===== src/rtl/acc_pkg.sv =====
// rtl/acc_pkg.sv - shared encodings and FSM state type for the accumulator bank
package acc_pkg;

    // Operation encodings
    localparam logic [2:0] OP_LOAD = 3'b000;
    localparam logic [2:0] OP_ADD  = 3'b001;
    localparam logic [2:0] OP_SUB  = 3'b010;
    localparam logic [2:0] OP_AND  = 3'b011;
    localparam logic [2:0] OP_OR   = 3'b100;
    localparam logic [2:0] OP_SHL  = 3'b101;
    localparam logic [2:0] OP_SHR  = 3'b110;
    localparam logic [2:0] OP_MUL  = 3'b111;

    // Operand source encodings
    localparam logic [1:0] SRC_DATA = 2'b00;
    localparam logic [1:0] SRC_PORT = 2'b01;
    localparam logic [1:0] SRC_ACC  = 2'b10;
    localparam logic [1:0] SRC_ZERO = 2'b11;

    // Command FSM: IDLE accepts commands, MUL stalls while the multiplier iterates
    typedef enum logic {
        IDLE = 1'b0,
        MUL  = 1'b1
    } acc_state_e;

endpackage


===== src/rtl/shift_add_mul.sv =====
// rtl/shift_add_mul.sv - unsigned shift-add multiplier, one partial product per cycle
//
// Ports:
//   clk, reset   rising-edge clock, synchronous active-high reset (aborts a multiply)
//   start        latch a/b and begin; ignored while busy
//   a, b         multiplicand / multiplier (WIDTH bits)
//   busy         high for exactly WIDTH cycles after the start edge
//   last         high in the final busy cycle; product is final at the edge that ends it
//   done         one-cycle pulse in the cycle after the final edge
//   product      2*WIDTH-bit product including the current cycle's partial product
module shift_add_mul #(
    parameter int WIDTH = 8
) (
    input  logic                 clk,
    input  logic                 reset,
    input  logic                 start,
    input  logic [WIDTH-1:0]     a,
    input  logic [WIDTH-1:0]     b,
    output logic                 busy,
    output logic                 last,
    output logic                 done,
    output logic [2*WIDTH-1:0]   product
);

    localparam int CNT_W = $clog2(WIDTH);
    localparam logic [CNT_W-1:0] LAST_CNT = CNT_W'(WIDTH - 1);

    logic [2*WIDTH-1:0] mcand;
    logic [WIDTH-1:0]   mplier;
    logic [2*WIDTH-1:0] prod;
    logic [2*WIDTH-1:0] prod_next;
    logic [CNT_W-1:0]   count;

    // The product is exported including this cycle's addend so the owner can
    // write the result on the same edge that retires the last iteration.
    always_comb begin
        prod_next = prod + (mplier[0] ? mcand : '0);
        last      = busy && (count == LAST_CNT);
        product   = prod_next;
    end

    always_ff @(posedge clk) begin
        if (reset) begin
            mcand  <= '0;
            mplier <= '0;
            prod   <= '0;
            count  <= '0;
            busy   <= 1'b0;
            done   <= 1'b0;
        end else begin
            done <= 1'b0;
            if (start && !busy) begin
                mcand  <= {{WIDTH{1'b0}}, a};
                mplier <= b;
                prod   <= '0;
                count  <= '0;
                busy   <= 1'b1;
            end else if (busy) begin
                prod   <= prod_next;
                mcand  <= mcand << 1;
                mplier <= mplier >> 1;
                count  <= count + 1'b1;
                if (last) begin
                    busy <= 1'b0;
                    done <= 1'b1;
                end
            end
        end
    end

endmodule


===== src/rtl/accumulator_unit.sv =====
// rtl/accumulator_unit.sv - accumulator bank with single-cycle ALU and multi-cycle multiply
//
// Ports:
//   clk, reset            rising-edge clock, synchronous active-high reset
//   data, in_port         external operand sources
//   cmd_valid/cmd_ready   command handshake; ready drops while a multiply runs
//   op, src, src_idx      operation, operand select, source accumulator for src=ACC
//   wr_idx                destination (and left operand) accumulator
//   rd_idx, acc_out       combinational read port
//   aeq0, apos            zero / strictly-positive flags of acc_out
//   carry, ovf            registered flags of the last flag-writing operation
//   busy, done            multiply in progress / one-cycle completion pulse
module accumulator_unit
    import acc_pkg::*;
#(
    parameter int WIDTH   = 8,
    parameter int NUM_ACC = 4,
    localparam int IDX_W  = $clog2(NUM_ACC)
) (
    input  logic             clk,
    input  logic             reset,
    input  logic [WIDTH-1:0] data,
    input  logic [WIDTH-1:0] in_port,
    input  logic             cmd_valid,
    output logic             cmd_ready,
    input  logic [2:0]       op,
    input  logic [1:0]       src,
    input  logic [IDX_W-1:0] src_idx,
    input  logic [IDX_W-1:0] wr_idx,
    input  logic [IDX_W-1:0] rd_idx,
    output logic [WIDTH-1:0] acc_out,
    output logic             aeq0,
    output logic             apos,
    output logic             carry,
    output logic             ovf,
    output logic             busy,
    output logic             done
);

    logic [WIDTH-1:0]   acc [NUM_ACC];
    logic [WIDTH-1:0]   a_val;
    logic [WIDTH-1:0]   b_val;
    logic [WIDTH:0]     sum_ext;
    logic [WIDTH:0]     diff_ext;
    logic [WIDTH-1:0]   alu_res;
    logic               alu_carry;
    logic               alu_ovf;
    logic               accept;
    logic               mul_start;
    logic               mul_busy;
    logic               mul_last;
    logic [2*WIDTH-1:0] mul_product;
    logic [IDX_W-1:0]   mul_idx;
    acc_state_e         state;
    acc_state_e         state_next;

    assign accept    = cmd_valid && cmd_ready;
    assign mul_start = accept && (op == OP_MUL);

    // Operand selection
    always_comb begin
        a_val = acc[wr_idx];
        b_val = '0;
        unique case (src)
            SRC_DATA: b_val = data;
            SRC_PORT: b_val = in_port;
            SRC_ACC:  b_val = acc[src_idx];
            SRC_ZERO: b_val = '0;
        endcase
    end

    // Single-cycle ALU; the MUL arm is never written back from here
    always_comb begin
        sum_ext   = {1'b0, a_val} + {1'b0, b_val};
        diff_ext  = {1'b0, a_val} - {1'b0, b_val};
        alu_res   = a_val;
        alu_carry = 1'b0;
        alu_ovf   = 1'b0;
        unique case (op)
            OP_LOAD: alu_res = b_val;
            OP_ADD: begin
                alu_res   = sum_ext[WIDTH-1:0];
                alu_carry = sum_ext[WIDTH];
                alu_ovf   = (a_val[WIDTH-1] == b_val[WIDTH-1]) &&
                            (alu_res[WIDTH-1] != a_val[WIDTH-1]);
            end
            OP_SUB: begin
                alu_res   = diff_ext[WIDTH-1:0];
                alu_carry = diff_ext[WIDTH];
                alu_ovf   = (a_val[WIDTH-1] != b_val[WIDTH-1]) &&
                            (alu_res[WIDTH-1] != a_val[WIDTH-1]);
            end
            OP_AND: alu_res = a_val & b_val;
            OP_OR:  alu_res = a_val | b_val;
            OP_SHL: begin
                alu_res   = {a_val[WIDTH-2:0], 1'b0};
                alu_carry = a_val[WIDTH-1];
            end
            OP_SHR: begin
                alu_res   = {1'b0, a_val[WIDTH-1:1]};
                alu_carry = a_val[0];
            end
            OP_MUL: alu_res = a_val;
        endcase
    end

    shift_add_mul #(
        .WIDTH (WIDTH)
    ) u_mul (
        .clk     (clk),
        .reset   (reset),
        .start   (mul_start),
        .a       (a_val),
        .b       (b_val),
        .busy    (mul_busy),
        .last    (mul_last),
        .done    (done),
        .product (mul_product)
    );

    // Command FSM
    always_ff @(posedge clk) begin
        if (reset) begin
            state <= IDLE;
        end else begin
            state <= state_next;
        end
    end

    always_comb begin
        state_next = state;
        unique case (state)
            IDLE: if (mul_start) state_next = MUL;
            MUL:  if (mul_last)  state_next = IDLE;
        endcase
    end

    assign cmd_ready = (state == IDLE);
    assign busy      = mul_busy;

    // Accumulator bank and flags. Single-cycle writes and multiply completion
    // are mutually exclusive because commands are refused while busy.
    always_ff @(posedge clk) begin
        if (reset) begin
            for (int i = 0; i < NUM_ACC; i++) begin
                acc[i] <= '0;
            end
            carry   <= 1'b0;
            ovf     <= 1'b0;
            mul_idx <= '0;
        end else begin
            if (accept && (op != OP_MUL)) begin
                acc[wr_idx] <= alu_res;
                carry       <= alu_carry;
                ovf         <= alu_ovf;
            end
            if (mul_start) begin
                mul_idx <= wr_idx;
            end
            if (mul_last) begin
                acc[mul_idx] <= mul_product[WIDTH-1:0];
                carry        <= |mul_product[2*WIDTH-1:WIDTH];
                ovf          <= 1'b0;
            end
        end
    end

    // Read port: combinational, no bypass of an in-flight write
    assign acc_out = acc[rd_idx];
    assign aeq0    = (acc_out == '0);
    assign apos    = !acc_out[WIDTH-1] && !aeq0;

endmodule


===== config.mk =====
export PLATFORM = sky130hd
export DESIGN_NAME = accumulator_unit
export DESIGN_NICKNAME = d
export VERILOG_FILES = /design/src/rtl/acc_pkg.sv /design/src/rtl/shift_add_mul.sv /design/src/rtl/accumulator_unit.sv
export SDC_FILE = /design/constraint.sdc
export NUM_CORES = 1
export LEC_CHECK = 0
export BUFFER_PORTS_ARGS = -buffer_cell sky130_fd_sc_hd__buf_2
export CORE_ASPECT_RATIO = 1.75
export CORE_UTILIZATION = 67
export CTS_BUF_LIST = sky130_fd_sc_hd__clkbuf_16
export CTS_CLUSTER_SIZE = 40
export DETAILED_ROUTE_END_ITERATION = 7
export HOLD_SLACK_MARGIN = 0.05
export PLACE_DENSITY = 0.85
export SLEW_MARGIN = 20
export SYNTH_ARGS = -nofsm -noshare
export SYNTH_HDL_FRONTEND = slang
export SYNTH_HIERARCHICAL = 1
export SYNTH_SLANG_ARGS = --single-unit

===== constraint.sdc =====
create_clock -name clk -period 10.2 [get_ports clk]
set_input_delay 2.04 -clock clk [delete_from_list [all_inputs] [get_ports clk]]
set_output_delay 2.04 -clock clk [all_outputs]
set_load 0.05 [all_outputs]

Word level (Yosys, flattened, before mapping). Memory sizes are Yosys's and may differ from the RTL's. Index checks and enable logic that the tools add are counted.

RAM bits: 32. Bits in registers: 50. Memories: 1.

Equal/unequal tests: 16. Multiplexer cells: 30. Bitwise logic cells: 4. Add/subtract/negate cells: 4. Reduce and logical (&&, ||, !) cells: 22.

Memory list: acc (depth 4, bits a word 8, rd ports 3, clocked after memory_dff 0, write ports 4, RTL line accumulator_unit.sv:40) `logic [WIDTH-1:0] acc [NUM_ACC];`.

Operator list (count): $pmux W8 S8 (1); $mux W8 (6); $pmux W8 S4 (1); $reduce_or A8 Y1 (3); $add A16 B16 Y16 (1); $mux W1 (16); $mux W16 (1); $eq A3 B3 Y1 const B (5); $add A8 B8 Y9 (1); $sub A8 B8 Y9 (1); $and A8 B8 Y8 (1); $logic_and A1 B1 Y1 (8); $logic_not A8 Y1 (1); $or A8 B8 Y8 (1); $eq A3 B2 Y1 const B (2); $eq A2 B2 Y1 const B (2); $mux W2 (2); $pmux W1 S2 (2); $pmux W1 S4 (1); $reduce_bool A2 Y1 (2); $reduce_or A2 Y1 (2); $add A3 B1 Y3 const B (1); $eq A3 B1 Y1 const B (1); $logic_not A1 Y1 (3); other kinds (8) (11).

Depth between registers and ports, before layout. Gate-level depths: netlist of the first run.

Word-level depth: 8. Mapped depth: 15. Mapped depth without buffers: 15.

Cells and area by module. The synthesis of the first run kept the hierarchy.

By module, submodules not included: accumulator_unit (area an instance 4135.2 sq um, times used 1, cells an instance 454); shift_add_mul (area an instance 2576.2 sq um, times used 1, cells an instance 295).

Worst setup path after synthesis of the first run. No wires, ideal clock.

Path kind: input to output. Start point: input rd_idx[0]. End point: output apos. Stages on the path: 5. Path buffers: 1. Data arrival time: 4.675 ns. Setup slack: 3.485 ns. Cells stage by stage: buf_2 -> mux4_2 -> or4_1 -> nor2_1 -> nor2_1.

Cells in the longest elaborated chain, start to end: 4. Elaborated cells between the ends (all ways): 5. Those cells by class: reduce/logical: 4; memory: 1.

RTL lines: start, declared (RTL line accumulator_unit.sv:30) `input logic [IDX_W-1:0] rd_idx,`; $mem_v2 Z4 W8; via acc_out[2] (RTL line accumulator_unit.sv:31) `output logic [WIDTH-1:0] acc_out,`; $logic_not A8 Y1 (RTL line accumulator_unit.sv:170) `assign aeq0 = (acc_out == '0);`; via aeq0 (RTL line accumulator_unit.sv:32) `output logic aeq0,`; $logic_not A1 Y1 (RTL line accumulator_unit.sv:171) `assign apos = !acc_out[WIDTH-1] && !aeq0;`; $logic_and A1 B1 Y1 (RTL line accumulator_unit.sv:171); end, declared (RTL line accumulator_unit.sv:33) `output logic apos,`.

The timed path passes the listed nets, and every way through them passes these cells.

Worst setup path in the final report of the first run.
Start point: input rd_idx[0]. End point: output apos.

Cells in the longest elaborated chain, start to end: 4. Elaborated cells between the ends (all ways): 5. Those cells by class: reduce/logical: 4; memory: 1.

RTL lines (RTL line): $mem_v2 Z4 W8 *; $logic_not A8 Y1 (accumulator_unit.sv:170); $logic_not A1 Y1 (accumulator_unit.sv:171); $logic_and A1 B1 Y1 * (accumulator_unit.sv:171).

Every way passes the cells marked *; elsewhere a longest branch is shown, timed or not.

==> results of run 1 <==
## sequential cells by signal, indices dropped and copies added (netlist names)
signal	count
acc	32
u_mul/mcand	16
u_mul/prod	16
u_mul/mplier	8
u_mul/count	3
mul_idx	2
carry	1
ovf	1
state	1
u_mul/busy	1
u_mul/done	1
## cells in the final DEF (no fill, tap or decap), types with 8 or more instances in the layout
cell type / instances
nor2_1: 100
mux2i_1: 55
a21oi_1: 53
dfxtp_1: 49
nand2_1: 46
buf_2: 44
ha_1: 42
o21ai_0: 32
edfxtp_1: 32
inv_1: 29
mux4_2: 21
nor3_1: 20
nor2b_1: 17
and2_1: 17
xnor2_1: 17
nand2b_1: 12
a32o_1: 10
nand3_1: 9
clkbuf_16: 9
a22o_1: 8
## worst register-to-register path, stage by stage, from the launching register on
cell      delay (ps)
edfxtp_1         440
mux4_2           520
nand2_1          110
o21ai_0          240
inv_1            290
ha_1             290
nor2b_1          150
o311ai_1         540
a21oi_1          250
xnor2_1          190
a211oi_1         480
o21ai_0          170
## per-layer routing
metal  wire [um]  track usage  vias up
li1            -            -     2792
met1        6850        0.422     2904
met2        9980        0.678      396
met3        1310       0.0537      103
met4        1280        0.238        0
met5           0            0        -
## layout make-up
| cell class | count | share of cell area |
|---|---|---|
| Inverter | 30 | 0.0156 |
| Clock buffer | 9 | 0.0311 |
| Timing Repair Buffer | 51 | 0.0377 |
| Clock inverter | 7 | 0.00969 |
| Sequential cell | 82 | 0.272 |
| Tap cell | 125 | 0.0216 |
| Multi-Input combinational cell | 588 | 0.613 |
## power breakdown
group,internal (uW),switching [uW]
clock,172,145
sequential,351,9.55
combinational,79.7,146
## worst paths after layout
path / startpoint / endpoint / slack, ps / depth (start not counted)
worst max register to register: acc[3][1]$_DFFE_PP_ / acc[3][7]$_DFFE_PP_ / 6260 / 11
worst max-delay path: rd_idx[0] / apos / 4290 / 6
worst min-delay path: u_mul/prod[8]$_SDFFE_PP0P_ / u_mul/prod[8]$_SDFFE_PP0P_ / 480 / 2
worst min register to register: u_mul/prod[8]$_SDFFE_PP0P_ / u_mul/prod[8]$_SDFFE_PP0P_ / 480 / 2
## logic make-up after synthesis
| kind of cell | after synthesis |
|---|---|
| buf+inv | 79 |
| xor+xnor | 21 |
| simple gates | 271 |
| flops | 82 |
| compound gates | 167 |
| fa+ha+maj | 45 |
| mux | 84 |
## stage by stage
step / setup WS, ps / utilization / power (uW)
2_1_floorplan: 3490 / - / 526
3_5_place_dp: 4300 / 0.708 / 584
3_3_place_gp: 4360 / 0.708 / 576
5_1_grt: 4260 / 0.739 / 933
4_1_cts: 4290 / 0.739 / 897
6_report: 4290 / 0.739 / 902
==> key figures, run 1 <==
Run status
  • Status: completed

Logic synthesis
  • Compound-Gate Fraction of Synth Area: 0.171
  • Mux contribution to synthesized area: 0.173
  • Synth Area in Simple Gates: 0.201
  • Synthesis-stage register bit count: 82
  • Post-synth EDFFs: 32
  • Post-Synth XOR/XNOR Area: 0.0274
  • Synth Flop Type: dfxtp_1
  • Syn Inst Count: 749
  • Sequential cell area fraction in the yosys report: 0.292
  • Avg Cell Area, Syn: 8.96 um2
  • Post-Synth Adder-Cell Area: 0.0872
  • Post-synth top area share: 0.149
  • Synth Warn #: 6
  • Synthesized Nets: 824
  • Post-Syn Area: 6710 um2
  • Most frequent cell after synthesis: nor2_1
  • Netlist cell types: 79
  • Most frequent cells after synthesis: nor2_1 (101), mux2i_1 (55), a21oi_1 (53)
  • Main combinational cell family by area after synthesis: simple AND/OR/NAND/NOR gates
  • Yosys top cell by area: dfxtp_1
  • Top post-synthesis cells by area: dfxtp_1 (15%), edfxtp_1 (14%), mux2i_1 (8.2%), ha_1 (7.8%), mux4_2 (7.0%)
  • Async set-reset flop share out of synthesis: 0

Route
  • Post-Route WL: 19.4 mm
  • Drt initial violations: 809
  • Residual DRC: 0
  • First drt pass iteration count: 6
  • Vias post-DR: 6195
  • WL/cell: 21.8 um
  • Via density: 6.95
  • Post-route ant nets: 0

Pwr
  • Max IR drop VDD: 0.149 mV
  • Pleak: 0.00290 uW
  • Pwr Density: 125 nW/um2

STA
  • Final worst-path cycle share: 0.580
  • Setup Viol. Count Final: 0
  • Max Fclk: 169 MHz
  • Worst clock skew: 8.72 ps
  • Slew headroom: 0.376
  • Period minus WS final: 5910 ps
  • Worst-Margin Slew: 928 ps
  • RSZ-0062 raised after global routing: false
  • Final hold slack: 480 ps
  • Setup TNS: 0 ps
  • Count of final hold-check violations: 0
  • Final Slew Violations: 0

Floorplan
  • Die H: 134 um
  • Row cnt: 48
  • Die Area: 10400 um2
  • Starting Density: 0.686
  • Boundary Pins: 45
  • Die width: 77.7 um
  • Total core area: 9790 um2

Clock network
  • Num CTS Buffers: 9
  • Post-CTS Hold Buffers: 0
  • Clock Sinks: 82
  • Clock-pin slew on the worst setup and hold paths: 70 ps
  • CTS tree: yes
  • Post-CTS setup buffers: 0
  • Post-cts sizing count: 0
  • Latest clock arrival within the worst-skew pair: 340 ps
  • H-tree Lvls: 3
  • CTS Buffer Depth: 2
  • Root buf cell: clkbuf_16

Setup path
  • Worst EP arrival: 3870 ps
  • Critical-path cell list: buf_2, mux4_2, or4_1, nor2_1, nor2_1, buf_2
  • CP delay by family, top: simple AND/OR/NAND/NOR gates
  • CP Launch Type: primary input
  • Slowest stage delay, CP: 580 ps
  • WP data required: 8160 ps
  • CP max-delay cell: mux4_2
  • Worst path bufs/invs: 2
  • Critical path class: primary input to output port
  • CP Max Fanout: 8
  • CP Capture Type: output port

Run
  • Max Cap Viol: 0

Global routing
  • First-pass GRT wire length: 30.8 mm
  • Antenna violations before repair: 0
  • Pin count of the biggest net entering global routing: 49
  • Overflow after GRT: 0
  • All-Layer GR Usage: 0.382
  • Vias in the first global route: 6095

Place
  • Placed insts: 876
  • Area post-placement: 6940 um2
  • Port Buffer Count: 44
  • Placer Congestion: 0.951
  • Detail Placement HPWL: 14.1 mm

Finish
  • Filler instances: 674
  • Fraction of layout cells with a size suffix above 1: 0.143
  • Reg area: 1960 um2
  • Area occupied by multi-input gates: 4430 um2
  • Final Cell Area: 7230 um2
  • NumNets Final: 837
  • Final Non-Filler Cells: 892
  • P&R area growth vs syn: 7.74%
  • Ant diodes: 0

Hold path
  • Hold Crit Class: flip-flop to flip-flop
Note: power is estimated with default switching activity, not from simulation.
==> run 2: changes to the inputs <==
CORE_UTILIZATION = 56   (was 67)
PLACE_DENSITY = 0.76   (was 0.85)
clock period = 5.36 ns   (was 10.2 ns; I/O delays follow)
==> run 2 against run 1 <==
Against the previous run: the flow now finishes with violations (DRC); total power up 100%; sequential power up 90%; die area up 19%; clock skew about the same; first-iteration DRC count down 14%; routed wire length about the same; clock-buffer cell count unchanged; critical endpoint is now acc[1][7]$_DFFE_PP_; largest power group is now clock.
==> key figures, run 2 (synthesis results as in run 1) <==
Run status
  • Status: finished, violations left
  • Failing checks: DRC

Route
  • WL/cell: 21.4 um (-1.9%)
  • Via density: 6.69 (-3.6%)
  • First drt pass iteration count: 8 (+2)
  • Post-route ant nets: 0 (unchanged)
  • Post-Route WL: 19.4 mm (about the same)
  • Vias post-DR: 6085 (-1.8%)
  • Drt initial violations: 695 (-14%)
  • Residual DRC: 7 (+7)

STA
  • Max Fclk: 215 MHz
  • Slew headroom: 0.313 (-0.0633)
  • Final Slew Violations: 0 (unchanged)
  • Setup Viol. Count Final: 0 (unchanged)
  • Count of final hold-check violations: 0 (unchanged)
  • Worst-Margin Slew: 1020 ps (+94.2 ps)
  • Final setup margin: 700 ps (-3590 ps)
  • Final worst-path cycle share: 0.869
  • RSZ-0062 raised after global routing: false
  • Setup TNS: 0 ps (unchanged)
  • Worst clock skew: 8.41 ps (-0.309 ps)
  • Period minus WS final: 4660 ps

Global routing
  • All-Layer GR Usage: 0.318 (-0.0639)
  • First-pass GRT wire length: 30.7 mm (-0.14%)
  • Overflow after GRT: 0 (unchanged)
  • Vias in the first global route: 5971 (-2.0%)
  • Antenna violations before repair: 0 (unchanged)
  • Pin count of the biggest net entering global routing: 63 (+29%)

Place
  • Post-place setup slack: 462 ps (-3830 ps)
  • Port Buffer Count: 44 (unchanged)
  • Placer Congestion: 0.926 (-2.6%)
  • Detail Placement HPWL: 14.3 mm (+0.81%)

Clock network
  • Clock-pin slew on the worst setup and hold paths: 70 ps (about the same)
  • Post-cts sizing count: 0 (unchanged)
  • Num CTS Buffers: 9 (unchanged)
  • H-tree Lvls: 3 (unchanged)
  • Clock Sinks: 82 (unchanged)
  • Latest clock arrival within the worst-skew pair: 340 ps (about the same)
  • Post-CTS setup buffers: 0 (unchanged)
  • Root buf cell: clkbuf_16
  • CTS Buffer Depth: 2 (unchanged)
  • Post-CTS Hold Buffers: 0 (unchanged)
  • CTS tree: yes

Finish
  • Reg with most FFs: acc
  • P&R area growth vs syn: 9.15%
  • Most frequent cells in the layout: nor2_1 (100), mux2i_1 (55), a21oi_1 (53)
  • NumNets Final: 844 (+0.84%)
  • Max FFs per register: 32 (unchanged)
  • Ant diodes: 0 (unchanged)
  • Biggest regs: acc x32, u_mul/mcand x16, u_mul/prod x16
  • Filler instances: 962 (+43%)
  • Fraction of layout cells with a size suffix above 1: 0.150 (+0.00645)
  • Commonest non-fill, non-tap cell in the layout: nor2_1

Floorplan
  • Die H: 147 um (+9.2%)
  • Row cnt: 52 (+8.3%)
  • Total core area: 11600 um2 (+19%)
  • Die width: 84.8 um (+9.1%)
  • Starting Density: 0.576 (-0.109)
  • Die Area: 12400 um2 (+19%)
  • Boundary Pins: 45 (unchanged)

Setup path
  • CP Capture Type: flip-flop
  • Critical path class: primary input to flip-flop
  • WP data required: 5420 ps (-2740 ps)
  • CP Launch Type: primary input
  • CP Max Fanout: 8 (unchanged)
  • Worst EP arrival: 4720 ps (+850 ps)

Run
  • Max Cap Viol: 0 (unchanged)

Hold path
  • Hold Crit Class: flip-flop to flip-flop

Pwr
  • Max IR drop VDD: 0.230 mV (+55%)
  • Pwr Density: 246 nW/um2 (+97%)
  • Pleak: 0.00295 uW (+1.9%)
==> run 2: cell types whose count changed in the layout (fill, tap and decap cells not counted) <==
cell        previous run  this run
buf_4                  7        14
bufinv_16              0         2
clkinv_4               1         2
inv_6                  3         2
clkinv_8               1         0
clkinvlp_4             1         0
nor4_2                 1         0
nor4_1                 6         7
==> run 2: worst max-delay path, stage by stage <==
cell and delay, ps:
buf_2 260, mux4_2 530, nor2b_1 140, mux2i_1 420
inv_1 120, ha_1 410, o21ai_0 270, a21oi_1 120
o41ai_1 420, mux2i_1 140, a211oi_1 570, o21ai_0 240
==> run 2: power by group <==
| part | total (uW) | internal (uW) | switching, uW |
|---|---|---|---|
| clock | 692 | 416 | 275 |
| combinational | 430 | 155 | 274 |
| sequential | 683 | 667 | 15.4 |
| total | 1800 | 1240 | 565 |
==> run 2: final timing paths <==
path                                            startpoint                    endpoint  slack [ps]  depth (start not counted)
worst max-delay path                            src_idx[0]         acc[1][7]$_DFFE_PP_         700                         12
worst min-delay path            u_mul/prod[8]$_SDFFE_PP0P_  u_mul/prod[8]$_SDFFE_PP0P_         480                          2
worst max register to register         acc[3][2]$_DFFE_PP_         acc[1][7]$_DFFE_PP_        1350                         11
worst min register to register  u_mul/prod[8]$_SDFFE_PP0P_  u_mul/prod[8]$_SDFFE_PP0P_         480                          2
==> run 2: final cells by class <==
cell class              count  area (um2)  area share
inverters                  30         113      0.0154
clock inverters             7         106      0.0145
flip-flops and latches     82        1960       0.268
well taps                 135         169      0.0231
repair buffers             58         325      0.0444
multi-input cells         588        4420       0.604
clock buffers               9         225      0.0307
==> run 2: routing by layer <==
layer  part of all wire  vias to the layer above  global-route usage
li1                   -                     2797                   -
met1               0.37                     2917               0.361
met2               0.51                      306               0.562
met3              0.061                       65              0.0416
met4              0.061                        0               0.192
met5                  0                        -                   0
==> run 2: through the flow <==
stage	std cells	utilization	area, um2	hold slack [ps]	power [uW]
global route	909	0.629	7330	506	1870
floorplan	749	-	6710	440	1000
detailed placement	893	0.601	6990	474	1120
CTS	909	0.629	7330	482	1800
finish	909	0.629	7330	483	1800
global placement	893	0.601	6990	457	1110
==> run 3: changes to the inputs <==
CORE_UTILIZATION = 62   (was 56)
PLACE_DENSITY = 0.79   (was 0.76)
clock period = 5.3 ns   (was 5.36 ns; I/O delays follow)
==> run 3 against run 2 <==
Against the previous run: the run now ends clean; worst setup slack improved by 42 ps; core utilization up 6.7 points; final area fell by 0.91%; critical endpoint unchanged; sequential cell count is the same; critical path type unchanged; first-iteration DRC count up 5.0%; clock-buffer cell count is the same; sequential share of layout area up 0.24 points; final cell count shrank 1.2%; global-route usage rose by 5.0 points; register-to-register slack barely moved; sequential power up 1%.
==> key figures, run 3 (synthesis results as in run 1) <==
Run status
  • Status: completed

Hold path
  • Hold Crit Class: flip-flop to flip-flop

Floorplan
  • Die H: 140 um (-4.9%)
  • Boundary Pins: 45 (unchanged)
  • Starting Density: 0.644 (+0.0677)
  • Die width: 80.7 um (-4.8%)
  • Die Area: 11300 um2 (-9.5%)
  • Total core area: 10400 um2 (-11%)
  • Row cnt: 49 (-5.8%)

Pwr
  • Pleak: 0.00292 uW (-0.99%)
  • Switch Pwr: 564 uW (-0.23%)
  • Switch share: 0.320 (+0.00718)
  • Combinational share of power: 0.250 (+0.012)
  • Max IR drop VDD: 0.185 mV (-20%)
  • Pwr Density: 242 nW/um2 (-1.6%)
  • Power Total: 1760 uW (-2.5%)
  • Int Power: 1200 uW (-3.5%)
  • Clock share of power: 0.358 (-0.025)
  • Power share of the sequential group: 0.393 (+0.015)

Setup path
  • CP Max Fanout: 8 (unchanged)
  • Crit path top cell by count: o21ai_0
  • Worst path bufs/invs: 2 (unchanged)
  • Critical-path cell list: buf_2, mux4_2, nand2_1, o21ai_0, inv_1, ha_1, nor2b_1, o311ai_1, a21oi_1, xnor2_1, a211oi_1, o21ai_0
  • CP Capture Type: flip-flop
  • WP data required: 5370 ps (-50 ps)
  • Worst EP arrival: 4620 ps (-100 ps)
  • CP max-delay cell: mux4_2
  • CP delay by family, top: compound AO/OA/AOI/OAI gates
  • Slowest stage delay, CP: 590 ps (+20 ps)
  • Critical path class: primary input to flip-flop
  • CP Launch Type: primary input

Clock network
  • Clock Sinks: 82 (unchanged)
  • CTS tree: yes
  • Post-CTS Hold Buffers: 0 (unchanged)
  • H-tree Lvls: 3 (unchanged)
  • Latest clock arrival within the worst-skew pair: 340 ps (about the same)
  • CTS Buffer Depth: 2 (unchanged)
  • Root buf cell: clkbuf_16
  • Post-cts sizing count: 0 (unchanged)
  • Post-CTS setup buffers: 0 (unchanged)
  • Num CTS Buffers: 9 (unchanged)
  • Clock-pin slew on the worst setup and hold paths: 70 ps (about the same)

STA
  • RSZ-0062 raised after global routing: false
  • Setup Viol. Count Final: 0 (unchanged)
  • Period minus WS final: 4560 ps
  • Final worst-path cycle share: 0.860
  • Setup TNS: 0 ps (unchanged)
  • Final Slew Violations: 0 (unchanged)
  • Final hold slack: 472 ps (-11.4 ps)
  • Slew headroom: 0.277 (-0.0363)
  • Count of final hold-check violations: 0 (unchanged)
  • Worst-Margin Slew: 1080 ps (+54.0 ps)
  • Max Fclk: 219 MHz
  • Worst clock skew: 9.04 ps (+0.633 ps)

Finish
  • P&R area growth vs syn: 8.17%
  • Reg with most FFs: acc
  • Fraction of layout cells with a size suffix above 1: 0.144 (-0.00590)
  • Max FFs per register: 32 (unchanged)
  • Most frequent cells in the layout: nor2_1 (100), mux2i_1 (55), a21oi_1 (53)
  • Ant diodes: 0 (unchanged)
  • NumNets Final: 841 (-0.36%)
  • Biggest regs: acc x32, u_mul/mcand x16, u_mul/prod x16
  • Final Cell Area: 7260 um2 (-0.91%)
  • Commonest non-fill, non-tap cell in the layout: nor2_1

Global routing
  • Antenna violations before repair: 0 (unchanged)
  • Overflow after GRT: 0 (unchanged)
  • Pin count of the biggest net entering global routing: 63 (unchanged)
  • First-pass GRT wire length: 31.1 mm (+1.4%)
  • Vias in the first global route: 6022 (+0.85%)
  • All-Layer GR Usage: 0.368 (+0.0497)

Place
  • Placer Congestion: 0.904 (-2.4%)
  • Port Buffer Count: 44 (unchanged)
  • Detail Placement HPWL: 14.3 mm (+0.28%)
  • Area post-placement: 6970 um2 (-0.39%)

Route
  • Drt initial violations: 730 (+5.0%)
  • Vias post-DR: 6155 (+1.2%)
  • Via density: 6.85 (+2.4%)
  • Post-Route WL: 20.0 mm (+2.9%)
  • First drt pass iteration count: 6 (-2)
  • Post-route ant nets: 0 (unchanged)
  • Residual DRC: 0 (-7)
  • WL/cell: 22.2 um (+4.1%)

Run
  • Max Cap Viol: 0 (unchanged)
run 3: cell count changes in the layout (fill, tap and decap cells not counted), sizes merged:
cell	delta
buf	-3
bufinv	-1
clkinv	+1
run 3: final cells by class:
| cell class | count | area (um2) |
|---|---|---|
| clock inverters | 7 | 67.6 |
| fillers | 861 | 3160 |
| repair buffers | 55 | 303 |
| well taps | 127 | 159 |
| inverters | 30 | 113 |
| clock buffers | 9 | 225 |
| multi-input cells | 588 | 4430 |
| flip-flops and latches | 82 | 1960 |
run 3: power groups by stage:
| stage | clock network [uW] | logic, uW | registers, uW |
|---|---|---|---|
| floorplan | 0 | 313 | 700 |
| global placement | 0 | 419 | 701 |
| detailed placement | 0 | 427 | 703 |
| CTS | 634 | 429 | 690 |
| global route | 661 | 471 | 692 |
| finish | 630 | 439 | 691 |
run 3: worst reg2reg max path, delay by kind of cell (launching register included):
kind | cells | cell delay, ps
flops | 1 | 420
compound gates | 5 | 1690
fa+ha+maj | 1 | 290
mux | 1 | 530
simple gates | 2 | 270
buf+inv | 1 | 270
xor+xnor | 1 | 190
run 3: final timing paths:
kind                                    from                    endpoint  slack, ps  depth (start not counted)
hold / removal    u_mul/prod[8]$_SDFFE_PP0P_  u_mul/prod[8]$_SDFFE_PP0P_        470                          2
setup reg to reg         acc[3][1]$_DFFE_PP_         acc[1][7]$_DFFE_PP_       1360                         11
hold reg to reg   u_mul/prod[8]$_SDFFE_PP0P_  u_mul/prod[8]$_SDFFE_PP0P_        470                          2
setup / recovery                  src_idx[0]         acc[1][7]$_DFFE_PP_        740                         12
run 3: through the flow:
stage | setup WS, ps | util | instances
after floorplan | 545 | - | 749
after global placement | 656 | 0.668 | 882
after detailed placement | 522 | 0.668 | 882
after CTS | 847 | 0.697 | 898
after global routing | 604 | 0.697 | 898
final | 742 | 0.697 | 898
run 3: per-layer routing:
layer	global-route usage	vias to the layer above	part of all wire
met4	0.263	0	0.077
met5	0	-	0
met3	0.0761	103	0.090
met2	0.603	362	0.49
met1	0.412	2898	0.35
li1	-	2792	-
